### src/rtl/glyph_row_serializer.sv
// Glyph row serializer: 2-entry row buffer feeding an MSB-first pixel shifter,
// with a registered colour-mapped pixel output stage and a saturating underrun counter.
module glyph_row_serializer #(
  parameter int unsigned GLYPH_W = 10,
  parameter int unsigned COLOR_W = 3,
  parameter int unsigned UCNT_W  = 8
) (
  input  logic               CLK,
  input  logic               RESET,
  input  logic [GLYPH_W-1:0] ROW_DATA,
  input  logic               LOAD_VALID,
  output logic               LOAD_READY,
  input  logic               PIXEL_EN,
  input  logic               LINE_END,
  input  logic [COLOR_W-1:0] FG_COLOR,
  input  logic [COLOR_W-1:0] BG_COLOR,
  output logic [COLOR_W-1:0] PIXEL_RGB,
  output logic               PIXEL_ON,
  output logic               PIXEL_VALID,
  output logic               UNDERRUN,
  output logic [UCNT_W-1:0]  UNDERRUN_CNT
);

  localparam int unsigned IdxW = (GLYPH_W > 1) ? $clog2(GLYPH_W) : 1;
  localparam logic [IdxW-1:0] IdxLast = IdxW'(GLYPH_W - 1);

  typedef enum logic [0:0] {StEmpty, StFull} state_e;

  state_e             state_q, state_d;
  logic [GLYPH_W-1:0] row_q, row_d;
  logic [IdxW-1:0]    idx_q, idx_d;
  logic [GLYPH_W-1:0] buf_q [2];
  logic               rd_ptr_q, rd_ptr_d;
  logic               wr_ptr_q, wr_ptr_d;
  logic [1:0]         count_q, count_d;

  logic push, pop, has_row, cur_bit, underrun_c;

  assign LOAD_READY = !RESET && (count_q < 2'd2);
  assign has_row    = (count_q != 2'd0);
  // A row offered together with LINE_END is discarded.
  assign push       = LOAD_VALID && LOAD_READY && !LINE_END;
  assign cur_bit    = (state_q == StFull) && row_q[idx_q];
  assign underrun_c = PIXEL_EN && (state_q == StEmpty);

  always_comb begin
    state_d = state_q;
    row_d   = row_q;
    idx_d   = idx_q;
    pop     = 1'b0;
    unique case (state_q)
      StEmpty: begin
        if (has_row) begin
          pop     = 1'b1;
          state_d = StFull;
        end
      end
      StFull: begin
        if (PIXEL_EN) begin
          if (idx_q == '0) begin
            // Reload on the last pixel so consecutive glyphs have no gap.
            if (has_row) pop = 1'b1;
            else         state_d = StEmpty;
          end else begin
            idx_d = idx_q - IdxW'(1);
          end
        end
      end
      default: state_d = StEmpty;
    endcase
    if (pop) begin
      row_d = buf_q[rd_ptr_q];
      idx_d = IdxLast;
    end
    if (LINE_END) begin
      state_d = StEmpty;
      idx_d   = '0;
      pop     = 1'b0;
    end
  end

  always_comb begin
    rd_ptr_d = rd_ptr_q ^ pop;
    wr_ptr_d = wr_ptr_q ^ push;
    count_d  = count_q + 2'(push) - 2'(pop);
    if (LINE_END) begin
      rd_ptr_d = 1'b0;
      wr_ptr_d = 1'b0;
      count_d  = 2'd0;
    end
  end

  always_ff @(posedge CLK or posedge RESET) begin
    if (RESET) begin
      state_q      <= StEmpty;
      row_q        <= '0;
      idx_q        <= '0;
      buf_q[0]     <= '0;
      buf_q[1]     <= '0;
      rd_ptr_q     <= 1'b0;
      wr_ptr_q     <= 1'b0;
      count_q      <= 2'd0;
      PIXEL_RGB    <= '0;
      PIXEL_ON     <= 1'b0;
      PIXEL_VALID  <= 1'b0;
      UNDERRUN     <= 1'b0;
      UNDERRUN_CNT <= '0;
    end else begin
      state_q     <= state_d;
      row_q       <= row_d;
      idx_q       <= idx_d;
      rd_ptr_q    <= rd_ptr_d;
      wr_ptr_q    <= wr_ptr_d;
      count_q     <= count_d;
      if (push) buf_q[wr_ptr_q] <= ROW_DATA;
      PIXEL_VALID <= PIXEL_EN;
      PIXEL_ON    <= PIXEL_EN && cur_bit;
      PIXEL_RGB   <= (PIXEL_EN && cur_bit) ? FG_COLOR : BG_COLOR;
      UNDERRUN    <= underrun_c;
      if (underrun_c && !(&UNDERRUN_CNT)) UNDERRUN_CNT <= UNDERRUN_CNT + UCNT_W'(1);
    end
  end

endmodule

### config.mk
export PLATFORM = sky130hd
export DESIGN_NAME = glyph_row_serializer
export DESIGN_NICKNAME = d
export VERILOG_FILES = /design/src/rtl/glyph_row_serializer.sv
export SDC_FILE = /design/constraint.sdc
export NUM_CORES = 1
export LEC_CHECK = 0
export CORE_UTILIZATION = 55
export CTS_BUF_LIST = sky130_fd_sc_hd__clkbuf_4 sky130_fd_sc_hd__clkbuf_8 sky130_fd_sc_hd__clkbuf_16
export DETAILED_ROUTE_END_ITERATION = 10
export HOLD_SLACK_MARGIN = 0.02
export PLACE_DENSITY = 0.81
export SLEW_MARGIN = 20
export SYNTH_ARGS = -nofsm -noshare
export SYNTH_HDL_FRONTEND = slang
export SYNTH_SLANG_ARGS = --single-unit
### constraint.sdc
create_clock -name CLK -period 3.2 [get_ports CLK]
set_input_delay 0.48 -clock CLK [delete_from_list [all_inputs] [get_ports CLK]]
set_output_delay 0.48 -clock CLK [all_outputs]
set_load 0.005 [all_outputs]
==> metrics.txt, run 1 <==
dpl hpwl=between 3000 and 4000 um; clk_lat worst skew=300 ps; drt first pass iters=4; Via density=5.601; status=finished, final reports clean; Final #Nets=250; diodes inserted=0; I/O pin cnt=36; top cells by count, synth=53 x dfrtp_1, 22 x mux2_2, 19 x nor2_1; final antenna-violating net count=0; Fin. Hold Viols=0; layout cells sized above 1=0.1525; Final min period=2470 ps; vias in the first global route=1552; post-route cell area=0.002867 mm2; CP startpoint kind=input port; RSZ-0062 raised after global routing=no; first-pass GRT wire length=6969 um; sequential area share after synthesis=0.5623; yosys warns=0; post-synth top area share=0.5623; type of the worst min-delay path=reg -> reg; Worst Setup End Kind=register; via count=1529; ys flop type=dfrtp_1; final setup vio count=0; DRC=0; Netlist cell types=31; total CTS buffers=5; final worst path period share=0.7720; gr usage total=0.2113; max-cap violations=0; CTS Root Buffer Type=clkbuf_8; # fillers=266; number of gates resized after CTS=0; Post-CTS Setup Bufs=0; worst-case clock buffer depth=2; worst rel slew slack=0.4234; Starting Density=0.5813; Die ar.=roughly 0.0046 mm2; setup TNS=0 ps; input/output buffers=35; Leak=1.237 nW; Die Wd=67.49 um; routed wire length=4261 um; Slew Viols, Final=0; CTS H-tree lvls=2; Setup Skew=approximately 8.6 ps; Clock transition at path regs=90 ps; post-cts hold buffer count=0; top-count cell post-synth=dfrtp_1; Avg Cell Area, Syn=about 13 um2; Post-DP Area=0.002745 mm2; Async SR Flop Fraction=1.000; GPL Wtd Cong=just under 0.8; CP required=3390 ps; grt ovf=0; Hold WS=510.5 ps; dominant cell type by area after synthesis=dfrtp_1; Final Util=0.7064; largest net degree at the start of global routing=54; cells after synthesis=186; initial antenna violation count=0; synthesized area=0.002359 mm2; clock tree sinks=53; core region area=about 0.004 mm2; Worst Setup Path Type=in -> reg; syn nets=214; Std-Cell Rows=23; Slew @ Worst Pin=863.9 ps; VDD IR-drop max=0.4174 mV; synth top area cells=dfrtp_1 56%, mux2_2 11%, mux2i_1 4.7%; arrival time at the worst endpoint=2660 ps; initial DRC count=a little under 80; Yosys reg bits=53; fmax=404.8 MHz; wire per inst=15.61 um; pwr dens=823.2 mW/mm2; Layout area overhead=21.54%; Critical Path Fanout Max=11; Die H=between 60 and 70 um; number of enable flip-flop cells after synthesis=0; CTS tree=yes
-- layout make-up --
class	instances	area (um2)	share of cell area
Clock inverter	1	30.03	0.01048
Multi-Input combinational cell	117	964.7	0.3365
Tap cell	50	62.56	0.02182
Sequential cell	53	1326	0.4627
Clock buffer	7	90.09	0.03143
Inverter	9	35.03	0.01222
Timing Repair Buffer	36	357.8	0.1248
-- critical path, cell delays in order --
cell and delay, ps:
clkdlybuf4s50_1 610, nor4b_1 590, inv_1 110, ha_1 300, inv_1 60, ha_1 150
xor2_1 170, xnor2_1 140, nor2_1 50
-- final timing paths --
path                       slack, ps     start    endpoint  cells past startpoint
max                              730  LINE_END  count_q[1]                      9
min                              510  buf_q[0]    buf_q[0]                      1
max reg2reg                      900  idx_q[0]  count_q[1]                     12
min reg2reg                      510  buf_q[0]    buf_q[0]                      1
max in group asynchronous       1970     RESET   buf_q[10]                      2
min in group asynchronous        720     RESET  count_q[1]                      2
-- cells in the final DEF (no fill, tap or decap) --
cell type and n:
clkbuf_4 1, mux4_1 2, nor4_1 1, mux2_1 3, o2111ai_2 1, nand2_1 2
xor2_1 6, a21oi_1 14, o31ai_1 1, dfrtp_1 53, clkbuf_8 6, or3b_2 1
nand4_1 3, and3_1 1, nand4bb_1 1, nor2b_1 2, nand3_1 4, a311oi_1 1
inv_1 8, nor3_1 2, ha_1 7, nand4b_1 1, clkinv_2 1, o21ai_0 1
clkdlybuf4s50_1 35, bufinv_16 1, buf_4 1, nor4b_1 1, mux2i_1 11, nor2_1 19
a2111oi_0 1, mux2_2 22, o21ai_1 1, xnor2_1 7, and4_1 1
-- metal layers --
metal  track usage  share of wire
met2        0.3800           0.54
met5             0              0
met1        0.2350           0.42
met4       0.07979          0.014
met3       0.05743          0.035
-- registers in the layout, summed over array words and instances (netlist names) --
| signal | flops |
|---|---|
| buf_q | 20 |
| row_q | 10 |
| UNDERRUN_CNT | 8 |
| idx_q | 4 |
| PIXEL_RGB | 3 |
| count_q | 2 |
| PIXEL_ON | 1 |
| PIXEL_VALID | 1 |
| UNDERRUN | 1 |
| rd_ptr_q | 1 |
| state_q | 1 |
| wr_ptr_q | 1 |
-- metrics by stage --
step                      total power [mW]  cells  setup WS, ps
after floorplan                      1.611    186          1221
after CTS                            2.375    273         725.4
final                                2.360    273         729.7
after detailed placement             1.904    265         397.4
after global placement               1.843    265         585.7
after global routing                 2.526    273         539.2
-- cell families (layout without fill, tap and decap cells) --
kind of cell / after synthesis / after routing / share of synthesized area
AOI/OAI and AO/OA: 20 / 20 / 0.05093
DFF: 53 / 53 / 0.5623
adders and majority gates: 7 / 7 / 0.03713
muxes: 38 / 38 / 0.1883
and+or+nand+nor: 39 / 39 / 0.08436
buffers and inverters: 16 / 53 / 0.02865
xor gates and xnor gates: 13 / 13 / 0.04828
-- report_power, final --
part	internal, mW	leakage [nW]	switching [mW]	total (mW)
registers	0.916	0.655	0.219	1.13
logic	0.438	0.520	0.321	0.760
clock network	0.263	0.0619	0.202	0.465
Power figures use the tool's default switching activity.
==> run 2, diff against run 1 <==
CORE_UTILIZATION = 53   (was 55)
PLACE_DENSITY = 0.79   (was 0.81)
clock period = 2.3 ns   (was 3.2 ns; I/O delays follow)
==> run 2 against run 1 <==
Compared with the run above:
- combinational power grew 43%
- final area grew 3.3%
- die area grew 3.7%
- hold slack lost 61 ps
- critical path type is now reg -> reg
- highest routed layer unchanged
- sequential power grew 40%
==> metrics.txt, run 2 (synthesis gave the netlist of run 1 again) <==
status=finished, final reports clean; pwr dens=1118 mW/mm2 (+36%); Setup Skew=9.671 ps (+1.052 ps); Post-CTS Setup Bufs=0 (unchanged); Final #Nets=256 (+2.4%); final antenna-violating net count=0 (unchanged); most frequent cells in the layout=52 x dfrtp_1, 35 x clkdlybuf4s50_1, 22 x mux2_2; Finished Layout Cells=279 (+2.2%); worst path bufs/invs=2 (-1); first-pass GRT wire length=7224 um (+3.7%); Die H=68.71 um (+1.8%); Layout area overhead=25.52%; grt ovf=0 (unchanged); CP startpoint kind=register; Slew Viols, Final=0 (unchanged); Slew @ Worst Pin=604.2 ps (-259.7 ps); arrival time at the worst endpoint=2400 ps (-260 ps); Via density=5.763 (+2.9%); layout cells sized above 1=0.1921 (+0.03967); drt first pass iters=4 (unchanged); CTS tree=yes; most used cell, CP=ha_1; CTS Root Buffer Type=clkbuf_8; Starting Density=0.5691 (-0.01211); Hold WS=449.6 ps (-60.97 ps); Worst Setup End Kind=register; Largest regs=buf_q (20), row_q (10), UNDERRUN_CNT (8); Reg with most FFs=buf_q; routed wire length=4500 um (+5.6%); final setup vio count=0 (unchanged); post-cts hold buffer count=0 (unchanged); worst rel slew slack=0.5972 (+0.1738); register area=0.001328 mm2 (about the same); Std-Cell Rows=23 (unchanged); Die ar.=0.004721 mm2 (+3.7%); fmax=453.9 MHz; core region area=0.004144 mm2 (+2.1%); Fin. Hold Viols=0 (unchanged); # fillers=278 (+4.5%); VDD IR-drop max=0.6742 mV (+62%); max FFs per register=20 (unchanged); DRC=0 (unchanged); dpl hpwl=3258 um (+4.6%); initial antenna violation count=0 (unchanged); clk_lat worst skew=300 ps (about the same); clock tree sinks=53 (unchanged); setup TNS=0 ps (unchanged); max-cap violations=0 (unchanged); diodes inserted=0 (unchanged); via count=1608 (+5.2%); Critical Path Fanout Max=6 (-5); Inst Count DP=271 (+2.3%); input/output buffers=35 (unchanged); type of the worst min-delay path=in -> async; vias in the first global route=1622 (+4.5%); CP required=2500 ps (-890 ps); gr usage total=0.2122 (+0.0009101); GPL Wtd Cong=0.8470 (+8.0%); Multi-input gate area=975.9 um2 (+1.2%); I/O pin cnt=36 (unchanged); Die Wd=68.71 um (+1.8%); total CTS buffers=5 (unchanged); Final min period=2203 ps; CTS H-tree lvls=2 (unchanged); CP delay by family, top=adder cells; Crit-path slowest cell=dfrtp_2; wire per inst=16.13 um (+3.3%); final worst path period share=0.9579; CP Cell Sequence=inv_1 > ha_1 > nand4bb_1 > nand2_1 > o21ai_2 > nor2_1 > ha_1 > inv_1 > ha_1 > xor2_2 > xnor2_1 > nor2_1; initial DRC count=62 (-19%); commonest non-fill, non-tap cell in the layout=dfrtp_1; CP peak stage delay=460 ps (-150 ps); largest net degree at the start of global routing=34 (-37%); Clock transition at path regs=100 ps (about the same); worst-case clock buffer depth=2 (unchanged); Worst Setup Path Type=reg -> reg; Leak=1.273 nW (+2.9%)
run 2: path summary, 6_finish.rpt:
check	start	endpoint	slack [ps]	cells after the start
worst min register to register	buf_q[5]	buf_q[5]	510	1
worst max-delay path	idx_q[1]	count_q[1]	100	12
min in group CLK	buf_q[5]	buf_q[5]	510	1
max in group asynchronous	RESET	buf_q[1]	1320	3
worst min-delay path	RESET	UNDERRUN_CNT[4]	450	2
worst max register to register	idx_q[1]	count_q[1]	100	12
run 2: per-stage QoR:
step           total power [mW]    util  setup slack [ps]  cell area (um2)
3_3_place_gp              2.576  0.6824             117.4             2828
6_report                  3.310  0.7144             96.83             2960
3_5_place_dp              2.664  0.6824            -135.7             2828
4_1_cts                   3.313  0.7114             34.31             2948
5_1_grt                   3.536  0.7144            -39.37             2960
2_1_floorplan             2.242       -             321.1             2359
run 2: report_power, final:
| part | internal, mW | leakage [nW] | total, mW | switching [mW] |
|---|---|---|---|---|
| Combinational | 0.628 | 0.562 | 1.09 | 0.457 |
| Sequential | 1.27 | 0.653 | 1.58 | 0.301 |
| Clock | 0.354 | 0.0574 | 0.650 | 0.296 |
| Total | 2.26 | 1.27 | 3.31 | 1.05 |
run 2: layout make-up:
cell class | instances | area share
Inverter | 9 | 0.01141
Clock buffer | 6 | 0.02790
Sequential cell | 53 | 0.4484
Multi-Input combinational cell | 117 | 0.3297
Timing Repair Buffer | 42 | 0.1488
Clock inverter | 2 | 0.01268
Tap cell | 50 | 0.02113
run 2: timing repair:
action / in CTS / in global routing
hold endpoints to repair: 0 / 0
gates resized for setup: 0 / 5
endpoints found under the setup margin: 0 / 1
run 2: routing by layer:
| layer | routed length (um) | GRT usage | share of wire |
|---|---|---|---|
| met1 | 1868 | 0.2546 | 0.42 |
| met2 | 2404 | 0.3652 | 0.53 |
| met3 | 150 | 0.04441 | 0.033 |
| met4 | 77 | 0.09694 | 0.017 |
| met5 | 0 | 0 | 0 |
